**src/rtl/alu_pkg.sv**
```systemverilog
// Shared ALU definitions: data width, register-file size, op encodings and small helpers.
// Imported by the ALU and by the issue stage that feeds it.
package alu_pkg;

  localparam int XLEN = 32;
  localparam int NREG = 32;

  typedef logic [2:0] alu_mode_t;
  typedef logic [4:0] reg_addr_t;

  localparam alu_mode_t ALU_ADD = 3'd0;
  localparam alu_mode_t ALU_SUB = 3'd1;
  localparam alu_mode_t ALU_AND = 3'd2;
  localparam alu_mode_t ALU_OR  = 3'd3;
  localparam alu_mode_t ALU_XOR = 3'd4;
  localparam alu_mode_t ALU_SLL = 3'd5;
  localparam alu_mode_t ALU_SRL = 3'd6;
  localparam alu_mode_t ALU_SRA = 3'd7;

  function automatic logic is_shift(input alu_mode_t mode);
    return mode >= ALU_SLL;
  endfunction

endpackage

```
**src/rtl/reg_file_2r1w.sv**
```systemverilog
// Two combinational read ports with same-cycle write bypass and one synchronous write port.
// Register 0 is hardwired to zero.
module reg_file_2r1w #(
  parameter int XLEN = 32,
  parameter int NREG = 32,
  parameter int AW   = $clog2(NREG)
) (
  input  logic            clk,
  input  logic            rst,
  input  logic [AW-1:0]   ra1,
  input  logic [AW-1:0]   ra2,
  output logic [XLEN-1:0] rd1,
  output logic [XLEN-1:0] rd2,
  input  logic            we,
  input  logic [AW-1:0]   wa,
  input  logic [XLEN-1:0] wd
);

  logic [XLEN-1:0] regs [NREG];

  // Entry 0 is never written, so it keeps its reset value of zero.
  always_ff @(posedge clk or posedge rst) begin
    if (rst) begin
      for (int i = 0; i < NREG; i++) regs[i] <= '0;
    end else if (we && wa != '0) begin
      regs[wa] <= wd;
    end
  end

  always_comb begin
    rd1 = regs[ra1];
    rd2 = regs[ra2];
    if (we && wa == ra1 && ra1 != '0) rd1 = wd;
    if (we && wa == ra2 && ra2 != '0) rd2 = wd;
  end

endmodule

```
**src/rtl/alu_issue_stage.sv**
```systemverilog
// Operand fetch and issue stage in front of the ALU: register read, immediate select,
// scoreboard-based hazard stall and a one-entry output register with valid/ready handshake.
module alu_issue_stage
  import alu_pkg::*;
#(
  parameter int XLEN = alu_pkg::XLEN,
  parameter int NREG = alu_pkg::NREG
) (
  input  logic            clk,
  input  logic            rst,
  input  logic            in_valid,
  output logic            in_ready,
  input  reg_addr_t       in_rs1,
  input  reg_addr_t       in_rs2,
  input  logic [XLEN-1:0] in_imm,
  input  logic            in_use_imm,
  input  alu_mode_t       in_mode,
  input  reg_addr_t       in_rd,
  input  logic            wb_en,
  input  reg_addr_t       wb_rd,
  input  logic [XLEN-1:0] wb_data,
  output logic            out_valid,
  input  logic            out_ready,
  output logic [XLEN-1:0] out_a,
  output logic [XLEN-1:0] out_b,
  output alu_mode_t       out_mode,
  output reg_addr_t       out_rd
);

  logic [NREG-1:0] pending;
  logic [NREG-1:0] set_mask;
  logic [NREG-1:0] clr_mask;
  logic [XLEN-1:0] rs1_val;
  logic [XLEN-1:0] rs2_val;
  logic [XLEN-1:0] b_sel;
  logic            rs1_ok;
  logic            rs2_ok;
  logic            hazard;
  logic            accept;

  reg_file_2r1w #(.XLEN(XLEN), .NREG(NREG)) u_rf (
    .clk (clk),
    .rst (rst),
    .ra1 (in_rs1),
    .ra2 (in_rs2),
    .rd1 (rs1_val),
    .rd2 (rs2_val),
    .we  (wb_en),
    .wa  (wb_rd),
    .wd  (wb_data)
  );

  // A pending source is still usable in the cycle its write-back arrives, via the bypass.
  always_comb begin
    rs1_ok   = !pending[in_rs1] || (wb_en && wb_rd == in_rs1);
    rs2_ok   = !pending[in_rs2] || (wb_en && wb_rd == in_rs2);
    hazard   = !rs1_ok || (!in_use_imm && !rs2_ok) || (in_rd != '0 && pending[in_rd]);
    in_ready = (!out_valid || out_ready) && !hazard;
    accept   = in_valid && in_ready;
  end

  always_comb begin
    set_mask = '0;
    clr_mask = '0;
    if (accept && in_rd != '0) set_mask[in_rd] = 1'b1;
    if (wb_en) clr_mask[wb_rd] = 1'b1;
  end

  // Set is applied after clear so a same-cycle issue and write-back leave the bit set.
  always_ff @(posedge clk or posedge rst) begin
    if (rst) begin
      pending <= '0;
    end else begin
      pending <= ((pending & ~clr_mask) | set_mask) & ~NREG'(1);
    end
  end

  // The ALU shifts by the whole B operand, so shift amounts are trimmed to 5 bits here.
  always_comb begin
    b_sel = in_use_imm ? in_imm : rs2_val;
    if (is_shift(in_mode)) b_sel = {{(XLEN-5){1'b0}}, b_sel[4:0]};
  end

  always_ff @(posedge clk or posedge rst) begin
    if (rst) begin
      out_valid <= 1'b0;
      out_a     <= '0;
      out_b     <= '0;
      out_mode  <= ALU_ADD;
      out_rd    <= '0;
    end else if (accept) begin
      out_valid <= 1'b1;
      out_a     <= rs1_val;
      out_b     <= b_sel;
      out_mode  <= in_mode;
      out_rd    <= in_rd;
    end else if (out_ready) begin
      out_valid <= 1'b0;
    end
  end

endmodule

```
**config.mk**
```make
export PLATFORM = sky130hd
export DESIGN_NAME = alu_issue_stage
export DESIGN_NICKNAME = d
export VERILOG_FILES = /design/src/rtl/alu_pkg.sv /design/src/rtl/reg_file_2r1w.sv /design/src/rtl/alu_issue_stage.sv
export SDC_FILE = /design/constraint.sdc
export NUM_CORES = 2
export LEC_CHECK = 0
export CORE_ASPECT_RATIO = 1.1
export CORE_MARGIN = 5
export CORE_UTILIZATION = 60
export DETAILED_ROUTE_END_ITERATION = 6
export GPL_TIMING_DRIVEN = 0
export PLACE_DENSITY = 0.77
export SETUP_SLACK_MARGIN = 0.5
export SYNTH_ARGS = -nofsm -noshare
export SYNTH_HDL_FRONTEND = slang
export SYNTH_SLANG_ARGS = --single-unit
export TNS_END_PERCENT = 1
```
**constraint.sdc**
```tcl
create_clock -name clk -period 48.5 [get_ports clk]
set_input_delay 12.125 -clock clk [delete_from_list [all_inputs] [get_ports clk]]
set_output_delay 12.125 -clock clk [all_outputs]
set_load 0.02 [all_outputs]
```
# Yosys cells after proc, flatten, opt, wreduce, memory -nomap -nowiden
# Cells that the tools add are included.
dict set report word_totals {
  out_inout_bits 74
  register_bits 1128
  wordCells 114
}
dict set report classes {
  order_cmp 11
  n_reduce_logical 30
  bitwise 6
  muxes 27
  eq_ne 2
}
# operator count
set op_table {}
lappend op_table {{bitwise mux 1024 bit} 1}
lappend op_table {{2-to-1 mux 32 bit} 11}
lappend op_table {{binary-select mux 32 bit (select 5 bit)} 2}
lappend op_table {{demux 32 bit (select 5 bit)} 1}
lappend op_table {{AND 32 bit} 1}
lappend op_table {{NOT 32 bit} 1}
lappend op_table {{bitwise OR 32 bit} 1}
lappend op_table {{< comparator 5 x 6 -> 1 bit, second input constant} 4}
lappend op_table {{nonzero test 5 bit} 4}
lappend op_table {{greater-or-equal comparator 6 bit, second input constant} 3}
lappend op_table {{NOT 5 -> 6 bit} 3}
lappend op_table {{binary-select mux 1 bit (select 5 bit)} 3}
lappend op_table {{logical AND 1 bit} 13}
lappend op_table {{demux 1 bit (select 5 bit)} 2}
lappend op_table {{== test 5 bit} 2}
lappend op_table {{greater-or-equal comparator 5 x 1 -> 1 bit, second input constant} 2}
lappend op_table {{zero test 1 bit} 7}
lappend op_table {{2-to-1 mux 1 bit} 7}
lappend op_table {{< comparator 6 x 1 -> 1 bit, second input constant} 1}
lappend op_table {{logical OR 1 bit} 5}
lappend op_table {{greater-or-equal comparator 3 bit, second input constant} 1}
lappend op_table {{nonzero test 2 bit} 1}

# Logic depth before layout (Yosys ltp)
dict set report depth {
  depth_word 14
  depth_mapped 12
  ltp_nobuf 6
}

# By module
# A second synthesis with hierarchy kept.
dict set report hier_totals {
  hier_cells 3906
  area_unflattened_um2 59387.0
}
# mod area_per_inst_um2 cells_per_inst instances seq_area_each_um2
set by_module_without_submodules {}
lappend by_module_without_submodules {reg_file_2r1w 53754.1 3451 1 25624.6}
lappend by_module_without_submodules {alu_issue_stage 5632.9 455 1 2602.5}

# Least setup slack after synthesis
# Ideal clock, no wire load.
dict set report synth_timing {
  path_kind {input port to output port}
  start {input in_rd[0]}
  end {output in_ready}
  slack_ps 22400
  t_arrival_ps 13975
  cell_stages 8
  path_buffers 2
  path_cell_list {buf_2 > buf_2 > mux2_2 > a221oi_1 > nor4_1 > nor3_1 > nand2_1 > nor2_1}
}
dict set report synth_via {
  elab_chain_len 6
  elab_cells_between_ends 7
  cone_classes {mux: 2; reduce/logical: 5}
}
# item line
set synth_lines {}
lappend synth_lines {{from (decl)} alu_issue_stage.sv:18} ;# input reg_addr_t in_rd,
lappend synth_lines {{binary-select mux 1 bit (select 5 bit)} alu_issue_stage.sv:57} ;# hazard = !rs1_ok || (!in_use_imm && !rs2_ok) || (in_rd != '0 && pending[in_rd]);
lappend synth_lines {{2-to-1 mux 1 bit (not written as such)} alu_issue_stage.sv:57}
lappend synth_lines {{logical AND 1 bit *} alu_issue_stage.sv:57}
lappend synth_lines {{logical OR 1 bit *} alu_issue_stage.sv:57}
lappend synth_lines {{zero test 1 bit *} alu_issue_stage.sv:58} ;# in_ready = (!out_valid || out_ready) && !hazard;
lappend synth_lines {{logical AND 1 bit *} alu_issue_stage.sv:58}
lappend synth_lines {{to (decl)} alu_issue_stage.sv:12} ;# output logic in_ready,
# Mark *: on every way between the ends. The rest lies on a longest branch, timed or not. The select of a mux whose other input is x is not followed.

# Final worst setup path
dict set report layout_timing {
  start {input in_rs2[4]}
  end {output in_ready}
}
dict set report layout_via {
  elab_chain_len 10
  elab_cells_between_ends 12
  cone_classes {eq/ne: 1; mux: 2; reduce/logical: 9}
}
# item line
set layout_lines {}
lappend layout_lines {{from (decl)} alu_issue_stage.sv:14} ;# input reg_addr_t in_rs2,
lappend layout_lines {{binary-select mux 1 bit (select 5 bit)} alu_issue_stage.sv:56} ;# rs2_ok = !pending[in_rs2] || (wb_en && wb_rd == in_rs2);
lappend layout_lines {{2-to-1 mux 1 bit (not written as such)} alu_issue_stage.sv:56}
lappend layout_lines {{zero test 1 bit} alu_issue_stage.sv:56}
lappend layout_lines {{logical OR 1 bit *} alu_issue_stage.sv:56}
lappend layout_lines {{zero test 1 bit *} alu_issue_stage.sv:57}
lappend layout_lines {{logical AND 1 bit *} alu_issue_stage.sv:57}
lappend layout_lines {{logical OR 1 bit * (2 in a row)} alu_issue_stage.sv:57}
lappend layout_lines {{zero test 1 bit *} alu_issue_stage.sv:58}
lappend layout_lines {{logical AND 1 bit *} alu_issue_stage.sv:58}
# Marks and branches as above.

==> results.md <==
* Most used DFF post-synth: dfrtp_1
* DP Area at 63200 µm²
* Pre-Repair DR Iteration Count at 7
* Post-route antenna net violation count at 0
* Worst setup SP type: primary input
* Psw at around 0.90 mW
* Most Frequent Cell on Critical Path: clkdlybuf4s50_1
* DIE AREA at around 110000 µm²
* Number of global-route vias before repair at ~44000
* Ratio of cells with drive above 1 in the final layout at approximately 44%
* CP max-delay cell: clkbuf_1
* Share of power burned in registers at a little over two fifths
* Finish-stage setup viols at 0
* Reg clk slew, reported paths at approximately 0.06 ns
* Peak supply drop at approximately 0.000036 V
* Number of flops mapped to enable cells by yosys at 0
* GR Layer Usage met1 at 53.1%
* Dpl hpwl at between 150000 and 200000 µm
* Slowest cell delay on critical path at 0.74 ns
* Crit-path cells: clkdlybuf4s50_1 > buf_2 > nor2b_1 > clkbuf_1 > a2111o_1 > nand2_1 > nor2_1 > clkdlybuf4s50_1
* Mux share of post-synthesis cell area at 42.7%
* Vias per inst at about 7.6
* CTS sink cnt at around 1100
* DRT iter0 DRCs at ~6300
* Number of port buffers at 152
* Initial Util at approximately 60%
* Global Route met2 Usage at 61.8%
* Post-Synth Adder-Cell Area at 0%
* Worst Setup End Kind: output pin
* Crit path DAT at between 15 and 20 ns
* Post-CTS Setup Bufs at 0
* Xor-xnor portion of the synthesized cell area at 0.147%
* Clock Tree Buf Depth at 3
* CTS tree: built
* Ranking of synthesized cells by area: dfrtp_1, mux4_2, mux2_2
* Critical path class: in -> out
* Final Core Density at between 60% and 70%
* F_max at between 30 and 40 MHz
* Synth top cells by count: dfrtp_1, mux2_2, mux4_2
* RSZ-0062 raised after global routing: no
* H-tree Lvls at 3
* Final Max Tran Viols at 117
* Drt wl/cell at around 41 µm
* Crit share post-route at a little under three fifths
* # nets final at 4398
* Share of the synthesized area in the top cell type at 47.3%
* Skew-Pair Late Insertion Delay at approximately 0.77 ns
* Mean Syn Cell Area at ~15 µm²
* CP Max Fanout at 11
* Post-cts resize count at 0
* Synth Area in Compound Gates at between 3 and 4%
* Status: finished, violations left
* Count of hold-fix buffers inserted at cts at 0
* Power share of the clock group at between 30% and 40%
* Largest family of logic cells by synthesized area: multiplexers
* Placeable core area at around 99000 µm²
* Row cnt at 121
* WHS at 0.479 ns
* GPL Wtd Cong at approximately 1.1
* WL final at approximately 230000 µm
* Largest net degree at the start of global routing at 132
* Cells after Synth at between 4000 and 5000
* Grt met3 use at 17.2%
* Flops & latches, synth at between 1000 and 1500
* Cell Area, Synth at between 50000 and 60000 µm²
* Die W at about 310 µm
* Via count at roughly 43000
* Cell family with most CP delay: buffers and inverters
* Comb pwr share at 24.3%
* Root buffer cell: clkbuf_16
* Congestion Overflow GR at 0
* Hold Path Class: reg -> reg
* Num CTS Buffers at approximately 120
* Synth area leader: dfrtp_1
* Relative slew margins at -13.6%
* Sw frac at between 20% and 30%
* Global-route wire length before repair at roughly 330000 µm
* Die height at roughly 340 µm
* Post-route cell area at around 68000 µm²
* Final Hold Viols at 0
* # Max-Cap Violations at 11
* Initial antenna violation count at 11
* I/O pin total at approximately 170
* Buffers & Inverters on Critical Path at 4
* Seq/Total Area, Yosys at about 47%
* PD cells at ~45 nW/µm²
* DRC viols at 22
* Clock Skews at a little over 0.04 ns
* Worst slew pin tran at ~1.7 ns
* Post-synth ARST share at 100%
* Post-Syn Nets at just over 4000
* Most frequent cell after synthesis: dfrtp_1
* Yosys cell types at 57
* Static Leak at a little under 30 nW
* Reg-to-reg slack, setup at about 45 ns
* Syn. warnings at 0
* Post-Synth Simple-Gate Area at under 10%
* Global Route Usage Sum at roughly 44%
* Internal at 2.17 mW
* Violated checks: DRC, capacitance limit, slew limit
* Final min period at around 27 ns
* Worst EP required at ~36 ns
* Grt peak-use layer: met2
* P&R area growth vs syn at 13.2%
-- kinds of logic after synthesis --
| logic type | after synthesis |
|---|---|
| multiplexers | 1728 |
| flip-flops | 1128 |
| buffers and inverters | 495 |
| AO/OA/AOI/OAI | 355 |
| AND/OR/NAND/NOR | 306 |
| XOR/XNOR | 10 |
-- path summary, 6_finish.rpt --
kind | from | end | cells past startpoint
worst max register to register | pending[2] | out_a[20] | 7
max in group asynchronous | rst | u_rf.regs[154] | 5
worst min register to register | u_rf.regs[1010] | u_rf.regs[1010] | 1
worst min-delay path | u_rf.regs[1010] | u_rf.regs[1010] | 1
min in group asynchronous | rst | pending[11] | 2
worst max-delay path | in_rs2[4] | in_ready | 8
-- cells in the final DEF (no fill, tap or decap), types with 41 or more instances in the layout --
master	instances
dfrtp_1	1128
mux2_2	1050
mux4_2	548
clkbuf_1	290
clkdlybuf4s50_1	152
nand2_1	121
mux2i_1	118
clkbuf_16	118
o21ai_0	84
buf_2	83
a21oi_1	74
a22oi_1	69
buf_1	65
nand3_1	41
-- worst reg2reg max path: cells and delay by family (launching register included) --
family / cells / cell delay, ns
DFF: 1 / 0.44
and+or+nand+nor: 2 / 0.29
buffers and inverters: 1 / 0.86
AOI/OAI and AO/OA: 1 / 0.18
muxes: 3 / 1.20
-- stage by stage --
stage / TNS [ns] / std cells / power [mW] / setup slack, ns
5_1_grt: 0 / 5699 / 3.15 / 21.03
3_5_place_dp: 0 / 5476 / 2.02 / 21.20
4_1_cts: 0 / 5699 / 3.04 / 21.20
3_3_place_gp: -9126.37 / 5465 / 1.99 / -8.23
2_1_floorplan: 0 / 4022 / 1.75 / 4.61
6_report: 0 / 5710 / 3.07 / 21.03
-- registers in the layout (all words and copies together) (netlist names) --
name,flops
out_mode,3
out_rd,5
out_valid,1
u_rf.regs,1024
pending,31
out_b,32
out_a,32
-- power by group through the flow --
stage | combinational, mW | sequential, mW | clock [mW]
after floorplan | 0.465 | 1.29 | 0
after global placement | 0.710 | 1.28 | 0
after detailed placement | 0.728 | 1.29 | 0
after CTS | 0.732 | 1.28 | 1.03
after global routing | 0.774 | 1.31 | 1.07
final | 0.746 | 1.29 | 1.04
-- metal layers --
layer  routed length (µm)  share of wire [%]
met1                76500                 33
met2                97800                 42
met3                32500                 14
met4                25900                 11
met5                   88              0.038
-- area by class of cell --
| cell class | count | area (µm²) |
|---|---|---|
| multi-input combinational | 2399 | 29400 |
| clock buffer | 162 | 3410 |
| fill | 6822 | 31200 |
| clock inverter | 61 | 996 |
| sequential | 1128 | 28200 |
| inverter | 41 | 161 |
| tap | 1291 | 1620 |
| antenna | 11 | 27.5 |
| timing repair buffer | 163 | 1810 |
| buffer | 454 | 1950 |
Note: power is estimated with default switching activity, not from simulation.
